`config.mk`:
```
export PLATFORM = sky130hd
export DESIGN_NAME = sdp_ram_clr
export DESIGN_NICKNAME = d
export VERILOG_FILES = /design/src/rtl/sdp_ram_pkg.sv /design/src/rtl/sdp_ram_array.sv /design/src/rtl/sdp_ram_clr.sv
export SDC_FILE = /design/constraint.sdc
export NUM_CORES = 2
export LEC_CHECK = 0
export CAP_MARGIN = 0
export CORE_ASPECT_RATIO = 0.75
export CORE_UTILIZATION = 52
export DETAILED_ROUTE_END_ITERATION = 10
export PLACE_DENSITY = 0.72
export SLEW_MARGIN = 20
export SYNTH_ARGS = -nofsm -noshare
export SYNTH_HDL_FRONTEND = slang
export SYNTH_SLANG_ARGS = --single-unit
```
`constraint.sdc`:
```
create_clock -name clk -period 2.8 [get_ports clk]
set_clock_uncertainty 0.2 [all_clocks]
set_input_delay 0.84 -clock clk [delete_from_list [all_inputs] [get_ports clk]]
set_output_delay 0.84 -clock clk [all_outputs]
set_load 0.01 [all_outputs]
```
`src/rtl/sdp_ram_pkg.sv`:
```
// Shared types and helpers for the simple-dual-port RAM with clear engine.
// Contents: clear-engine FSM state type, read-during-write mode constants,
// and a per-byte even-parity helper (operates on a zero-extended word of up
// to MAX_DATA_W bits; callers truncate the result to their byte count).
package sdp_ram_pkg;

  typedef enum logic {
    ST_CLEAR = 1'b0,
    ST_READY = 1'b1
  } sdp_state_e;

  localparam int unsigned RDW_OLD = 0;
  localparam int unsigned RDW_NEW = 1;

  localparam int unsigned MAX_DATA_W = 1024;
  localparam int unsigned MAX_NB     = MAX_DATA_W / 8;

  // Bit i is the XOR of data[8i+7:8i]; storing it makes each 9-bit lane even.
  function automatic logic [MAX_NB-1:0] byte_parity(input logic [MAX_DATA_W-1:0] d);
    logic [MAX_NB-1:0] p;
    for (int i = 0; i < MAX_NB; i++) begin
      p[i] = ^d[i*8 +: 8];
    end
    return p;
  endfunction

endpackage

```
`src/rtl/sdp_ram_array.sv`:
```
// Pure storage array: one lane-enabled write port and one registered read
// port on the same clock. No reset; contents are initialised by the clear
// engine in the top level. A same-address read and write on one edge returns
// the pre-write word.
// Ports:
//   clk    clock
//   we     write enable; waddr/wbe/wdata write address, lane enables, data
//   re     read enable; raddr read address
//   rdata  registered read word, holds its value when re is low
module sdp_ram_array #(
  parameter int unsigned LANE_W = 8,
  parameter int unsigned LANES  = 4,
  parameter int unsigned ADDR_W = 6
) (
  input  logic                      clk,
  input  logic                      we,
  input  logic [ADDR_W-1:0]         waddr,
  input  logic [LANES-1:0]          wbe,
  input  logic [LANES*LANE_W-1:0]   wdata,
  input  logic                      re,
  input  logic [ADDR_W-1:0]         raddr,
  output logic [LANES*LANE_W-1:0]   rdata
);

  logic [LANES*LANE_W-1:0] mem [2**ADDR_W];

  always_ff @(posedge clk) begin
    if (we) begin
      for (int i = 0; i < LANES; i++) begin
        if (wbe[i]) begin
          mem[waddr][i*LANE_W +: LANE_W] <= wdata[i*LANE_W +: LANE_W];
        end
      end
    end
    if (re) begin
      rdata <= mem[raddr];
    end
  end

endmodule

```
`src/rtl/sdp_ram_clr.sv`:
```
// Simple-dual-port RAM with byte enables, read-valid strobe, optional output
// register, selectable read-during-write behaviour and a clear engine that
// zeroes the array after reset or on clr_req.
// Optional feature: define SDP_RAM_PARITY_EN to store one even-parity bit per
// byte and add the inj_par input and parity_err output.
// Ports:
//   clk, rst_n           clock, asynchronous active-low reset
//   wr_en/wr_addr/wr_be/wr_data   write port (ignored while busy)
//   rd_en/rd_addr        read request (ignored while busy)
//   rd_data/rd_valid     read result, latency 1 + OUT_REG
//   clr_req              request a full array clear
//   busy                 clear engine active
//   inj_par, parity_err  parity error injection / detection (parity build)
module sdp_ram_clr
  import sdp_ram_pkg::*;
#(
  parameter int unsigned DATA_W   = 32,
  parameter int unsigned ADDR_W   = 6,
  parameter int unsigned OUT_REG  = 0,
  parameter int unsigned RDW_MODE = RDW_OLD
) (
  input  logic                clk,
  input  logic                rst_n,
  input  logic                wr_en,
  input  logic [ADDR_W-1:0]   wr_addr,
  input  logic [DATA_W/8-1:0] wr_be,
  input  logic [DATA_W-1:0]   wr_data,
  input  logic                rd_en,
  input  logic [ADDR_W-1:0]   rd_addr,
  output logic [DATA_W-1:0]   rd_data,
  output logic                rd_valid,
`ifdef SDP_RAM_PARITY_EN
  input  logic                inj_par,
  output logic                parity_err,
`endif
  input  logic                clr_req,
  output logic                busy
);

  localparam int unsigned NB = DATA_W / 8;
`ifdef SDP_RAM_PARITY_EN
  localparam int unsigned LANE_W = 9;
`else
  localparam int unsigned LANE_W = 8;
`endif
  localparam int unsigned WORD_W = NB * LANE_W;
  localparam logic [ADDR_W-1:0] LAST_ADDR = {ADDR_W{1'b1}};

  // Clear FSM
  sdp_state_e        state_q, state_d;
  logic [ADDR_W-1:0] clr_addr_q, clr_addr_d;

  always_ff @(posedge clk or negedge rst_n) begin
    if (!rst_n) begin
      state_q    <= ST_CLEAR;
      clr_addr_q <= '0;
    end else begin
      state_q    <= state_d;
      clr_addr_q <= clr_addr_d;
    end
  end

  always_comb begin
    state_d    = state_q;
    clr_addr_d = clr_addr_q;
    unique case (state_q)
      ST_CLEAR: begin
        clr_addr_d = clr_addr_q + ADDR_W'(1);
        if (clr_addr_q == LAST_ADDR) state_d = ST_READY;
      end
      ST_READY: begin
        if (clr_req) begin
          state_d    = ST_CLEAR;
          clr_addr_d = '0;
        end
      end
      default: state_d = ST_CLEAR;
    endcase
  end

  assign busy = (state_q == ST_CLEAR);

  logic wr_fire, rd_fire;
  assign wr_fire = !busy && wr_en;
  assign rd_fire = !busy && rd_en;

  // Lane packing: each lane is a data byte, plus its parity bit when enabled.
  logic [WORD_W-1:0] usr_word, rd_word, arr_rdata;
  logic [DATA_W-1:0] rd_bytes;
  logic              s1_err;

`ifdef SDP_RAM_PARITY_EN
  logic [NB-1:0] usr_par, rd_par;
  assign usr_par = NB'(byte_parity(MAX_DATA_W'(wr_data))) ^ {NB{inj_par}};
  assign s1_err  = |(NB'(byte_parity(MAX_DATA_W'(rd_bytes))) ^ rd_par);
`else
  assign s1_err  = 1'b0;
`endif

  for (genvar i = 0; i < NB; i++) begin : g_lane
    assign usr_word[i*LANE_W +: 8] = wr_data[i*8 +: 8];
    assign rd_bytes[i*8 +: 8]      = rd_word[i*LANE_W +: 8];
`ifdef SDP_RAM_PARITY_EN
    assign usr_word[i*LANE_W+8]    = usr_par[i];
    assign rd_par[i]               = rd_word[i*LANE_W+8];
`endif
  end

  // Write mux: the clear engine owns the write port while busy.
  logic [ADDR_W-1:0] arr_waddr;
  logic [NB-1:0]     arr_wbe;
  logic [WORD_W-1:0] arr_wdata;
  logic              arr_we;

  assign arr_we    = busy || wr_fire;
  assign arr_waddr = busy ? clr_addr_q : wr_addr;
  assign arr_wbe   = busy ? '1 : wr_be;
  assign arr_wdata = busy ? '0 : usr_word;

  sdp_ram_array #(
    .LANE_W (LANE_W),
    .LANES  (NB),
    .ADDR_W (ADDR_W)
  ) u_array (
    .clk   (clk),
    .we    (arr_we),
    .waddr (arr_waddr),
    .wbe   (arr_wbe),
    .wdata (arr_wdata),
    .re    (rd_fire),
    .raddr (rd_addr),
    .rdata (arr_rdata)
  );

  // Bypass capture: remembers a same-address write so the new-data mode can
  // merge it over the (old) array output. Updated only on reads so the merged
  // word holds between reads.
  logic              byp_q, valid1_q;
  logic [NB-1:0]     byp_be_q;
  logic [WORD_W-1:0] byp_word_q;

  always_ff @(posedge clk or negedge rst_n) begin
    if (!rst_n) begin
      byp_q      <= 1'b0;
      byp_be_q   <= '0;
      byp_word_q <= '0;
      valid1_q   <= 1'b0;
    end else begin
      valid1_q <= rd_fire;
      if (rd_fire) begin
        byp_q      <= wr_fire && (wr_addr == rd_addr);
        byp_be_q   <= wr_be;
        byp_word_q <= usr_word;
      end
    end
  end

  always_comb begin
    rd_word = arr_rdata;
    if (RDW_MODE == RDW_NEW && byp_q) begin
      for (int i = 0; i < NB; i++) begin
        if (byp_be_q[i]) rd_word[i*LANE_W +: LANE_W] = byp_word_q[i*LANE_W +: LANE_W];
      end
    end
  end

  if (OUT_REG != 0) begin : g_oreg
    logic [DATA_W-1:0] out_q;
    logic              valid2_q;
    logic              err2_q;

    always_ff @(posedge clk or negedge rst_n) begin
      if (!rst_n) begin
        out_q    <= '0;
        valid2_q <= 1'b0;
        err2_q   <= 1'b0;
      end else begin
        valid2_q <= valid1_q;
        err2_q   <= valid1_q && s1_err;
        if (valid1_q) out_q <= rd_bytes;
      end
    end

    assign rd_data  = out_q;
    assign rd_valid = valid2_q;
`ifdef SDP_RAM_PARITY_EN
    assign parity_err = err2_q;
`endif
  end else begin : g_noreg
    // The array register has no reset, so mask its output until the first
    // read after reset has completed.
    logic seen_q;

    always_ff @(posedge clk or negedge rst_n) begin
      if (!rst_n) seen_q <= 1'b0;
      else        seen_q <= seen_q || valid1_q;
    end

    assign rd_data  = (seen_q || valid1_q) ? rd_bytes : '0;
    assign rd_valid = valid1_q;
`ifdef SDP_RAM_PARITY_EN
    assign parity_err = valid1_q && s1_err;
`endif
  end

endmodule

```
==> impl_metrics.toml <==
[timing]
hold_violations = 0
worst_slew_pin_slew_ns = 0.752
setup_viol = 104
drv_slew = 0
max_freq_mhz = 329
grt_setup_unrepaired = "yes"
period_share = 1.08
tns_ns = -6.17
final.setup.worst_slack_ns = -0.235
holdWs_ns = 0.116
slew_headroom = 0.499
finalCriticalPeriod_ns = 3.04

[floorplanning]
fp-row-count = 125
ios = 87
die_h_um = 345
dieWidth_um = 459
start_util = 0.525
die_area_sq_um = 158000
core_area_sq_um = 155000

[synthesis]
postSynthCellCount = 3823
synth_seq_cells = 2089
ys_warn_count = 0
synth_enable_flop_cells = 2080
yosys-top-cells-area = "edfxtp_1 (77%), mux4_2 (13%), mux2i_1 (2.5%)"
syn_nets = 3877
yosysTopAreaCell = "edfxtp_1"
synth_area_sq_um = 81400
async_flop_share = 0.00431
netlist.area_leader.share = 0.767
synth_cell_type_count = 44
ys_seq_area_frac = 0.770
ys.flop_type = "edfxtp_1"
avgSynthCellArea_sq_um = 21.3

[cells_and_area]
final_common_cell = "edfxtp_1"
final_nets = 4743
drive_above_1_share = 0.355
n_fill_cell = 10309
final_cell_mix = "edfxtp_1 (2,080), buf_4 (692), mux4_2 (478)"
area_delta_synth_final_pct = 19.9

[critical_path]
crit_fanout = 6
startpoint_type = "register"
crit_path_cell_trace = "nor2_4 -> buf_12 -> buf_8 -> nor2b_4 -> buf_6"
slowest_stage = "dfrtp_1"
crit_buf_inv = 3
cpPeakStageDelay_ns = 0.40
crit_family = "buffers and inverters"
critPathKind = "reg -> out"
crit_arrival_ns = 2.00
cp-end-kind = "output port"
worstPathRequired_ns = 1.76

[power_and_ir_drop]
powerDensity_nw_per_um2 = 765
irDropWorstVdd_v = 0.000660
power_leakage_nw = 33.1

[route]
first_pass_iters = 6
via_per_inst = 6.31
drc_errors = 0
finalWirelength_mm = 215
drtIter0Drc = 6334
ant_nets = 0
wl_per_cell_um = 31.1
vias = 43730

[global_routing]
grt_usage = 0.276
grt_pass1_wl_mm = 310
antenna_found_initial = 6
grt_max_degree = 65
grt_pass1_vias = 43552
grt_overflow_total = 0

[job]
drv_cap = 0

[clock_tree]
clk_pin_slew_ns = 0.07
cts_root_buffer = "clkbuf_16"
htreeDepth = 4
cts_tree = "built"
clk_latency_ns = 0.83
clock_path_buffers = 3
postCtsHoldBufs = 0
cts_buffers = 185
cts_sinks = 2089

[placement]
hpwlAfterDp_mm = 140
gp_congestion = 0.905
portBuffers = 86

[worst_hold_path]
hold_path.class = "in -> async"

[status]
status = "complete, but fails checks"
violations = "setup timing"
## final timing paths
check / from / endpoint / slack (ns) / depth (start not counted)
worst max-delay path: rd_valid / rd_data[5] / -0.24 / 5
worst min-delay path: rst_n / clr_addr_q[5] / 0.12 / 1
worst max register to register: state_q / u_array.mem[63][4] / -0.06 / 9
worst min register to register: clr_addr_q[0] / clr_addr_q[0] / 0.35 / 1
max in group asynchronous: rst_n / state_q / 1.95 / 1
min in group clk: clr_addr_q[0] / clr_addr_q[0] / 0.35 / 1
## where the power goes
part / leakage (nW) / internal [mW] / switching [mW]
logic: 10.8 / 4.56 / 7.24
clock network: 2.90 / 14.2 / 11.3
registers: 19.4 / 36.8 / 0.542
## cell type report
class                      count  area [sq um]  share of cell area
clock inverter               110          1040              0.0107
timing repair buffer         907          8480              0.0869
antenna                        1          2.50           0.0000257
multi-input combinational   1503         17800               0.183
tap                         2095          2620              0.0269
inverter                       3          13.8            0.000141
clock buffer                 227          4890              0.0502
sequential                  2089         62700               0.643
## sequential cells by signal (all words and copies together), names as in the netlist
signal	flops
rd_valid	1
u_array.mem	2048
clr_addr_q	6
g_noreg.seen_q	1
u_array.rdata	32
state_q	1
## stage by stage
step	area, sq um	worst slack [ns]	power, mW	utilization	std cells
after floorplan	81600	-0.109	42.6	-	3823
after global routing	97600	-0.240	76.5	0.629	6934
after CTS	97400	-0.247	74.6	0.628	6935
after global placement	91300	-0.952	49.1	0.589	6587
after detailed placement	91300	-0.957	49.3	0.589	6587
final	97600	-0.235	74.6	0.629	6935
## layer usage
metal	vias up	track usage	part of all wire
met2	2859	0.411	0.46
met1	22824	0.404	0.39
li1	17703	-	-
met4	6	0.0874	0.029
met5	-	0	0.00019
met3	338	0.0708	0.12
## logic make-up after synthesis
kind of cell             share of synthesized area
XOR/XNOR                                  0.000215
multiplexers                                 0.160
AND/OR/NAND/NOR                             0.0283
adder cells (fa/ha/maj)                   0.000154
flip-flops                                   0.770
AO/OA/AOI/OAI                               0.0258
buffers and inverters                       0.0151
## Yosys cell counts, types with 7 or more instances
master / number
a22o_1: 9
nor2b_1: 47
clkbuf_1: 78
a31oi_1: 26
o21ai_0: 15
nand2_1: 79
or3_1: 16
buf_4: 31
o32ai_1: 7
buf_6: 20
nor3_1: 48
a221oi_1: 9
a21oi_1: 33
o22ai_1: 15
edfxtp_1: 2080
a22oi_1: 98
mux2_2: 21
buf_2: 74
o211ai_1: 26
a32o_1: 10
nand2b_1: 10
o221ai_1: 28
buf_1: 24
dfrtp_1: 9
mux4_2: 478
mux2i_1: 205
and2_1: 42
nand3_1: 17
nor2_1: 231
## timing repair
item	4_1_cts	5_1_grt
gates resized for setup	175	39
endpoints found under the hold margin	0	0
buffers inserted	14	0
cloned	1	0
endpoints found under the setup margin	557	456
pin swaps	1	1
Power figures use the tool's default switching activity.
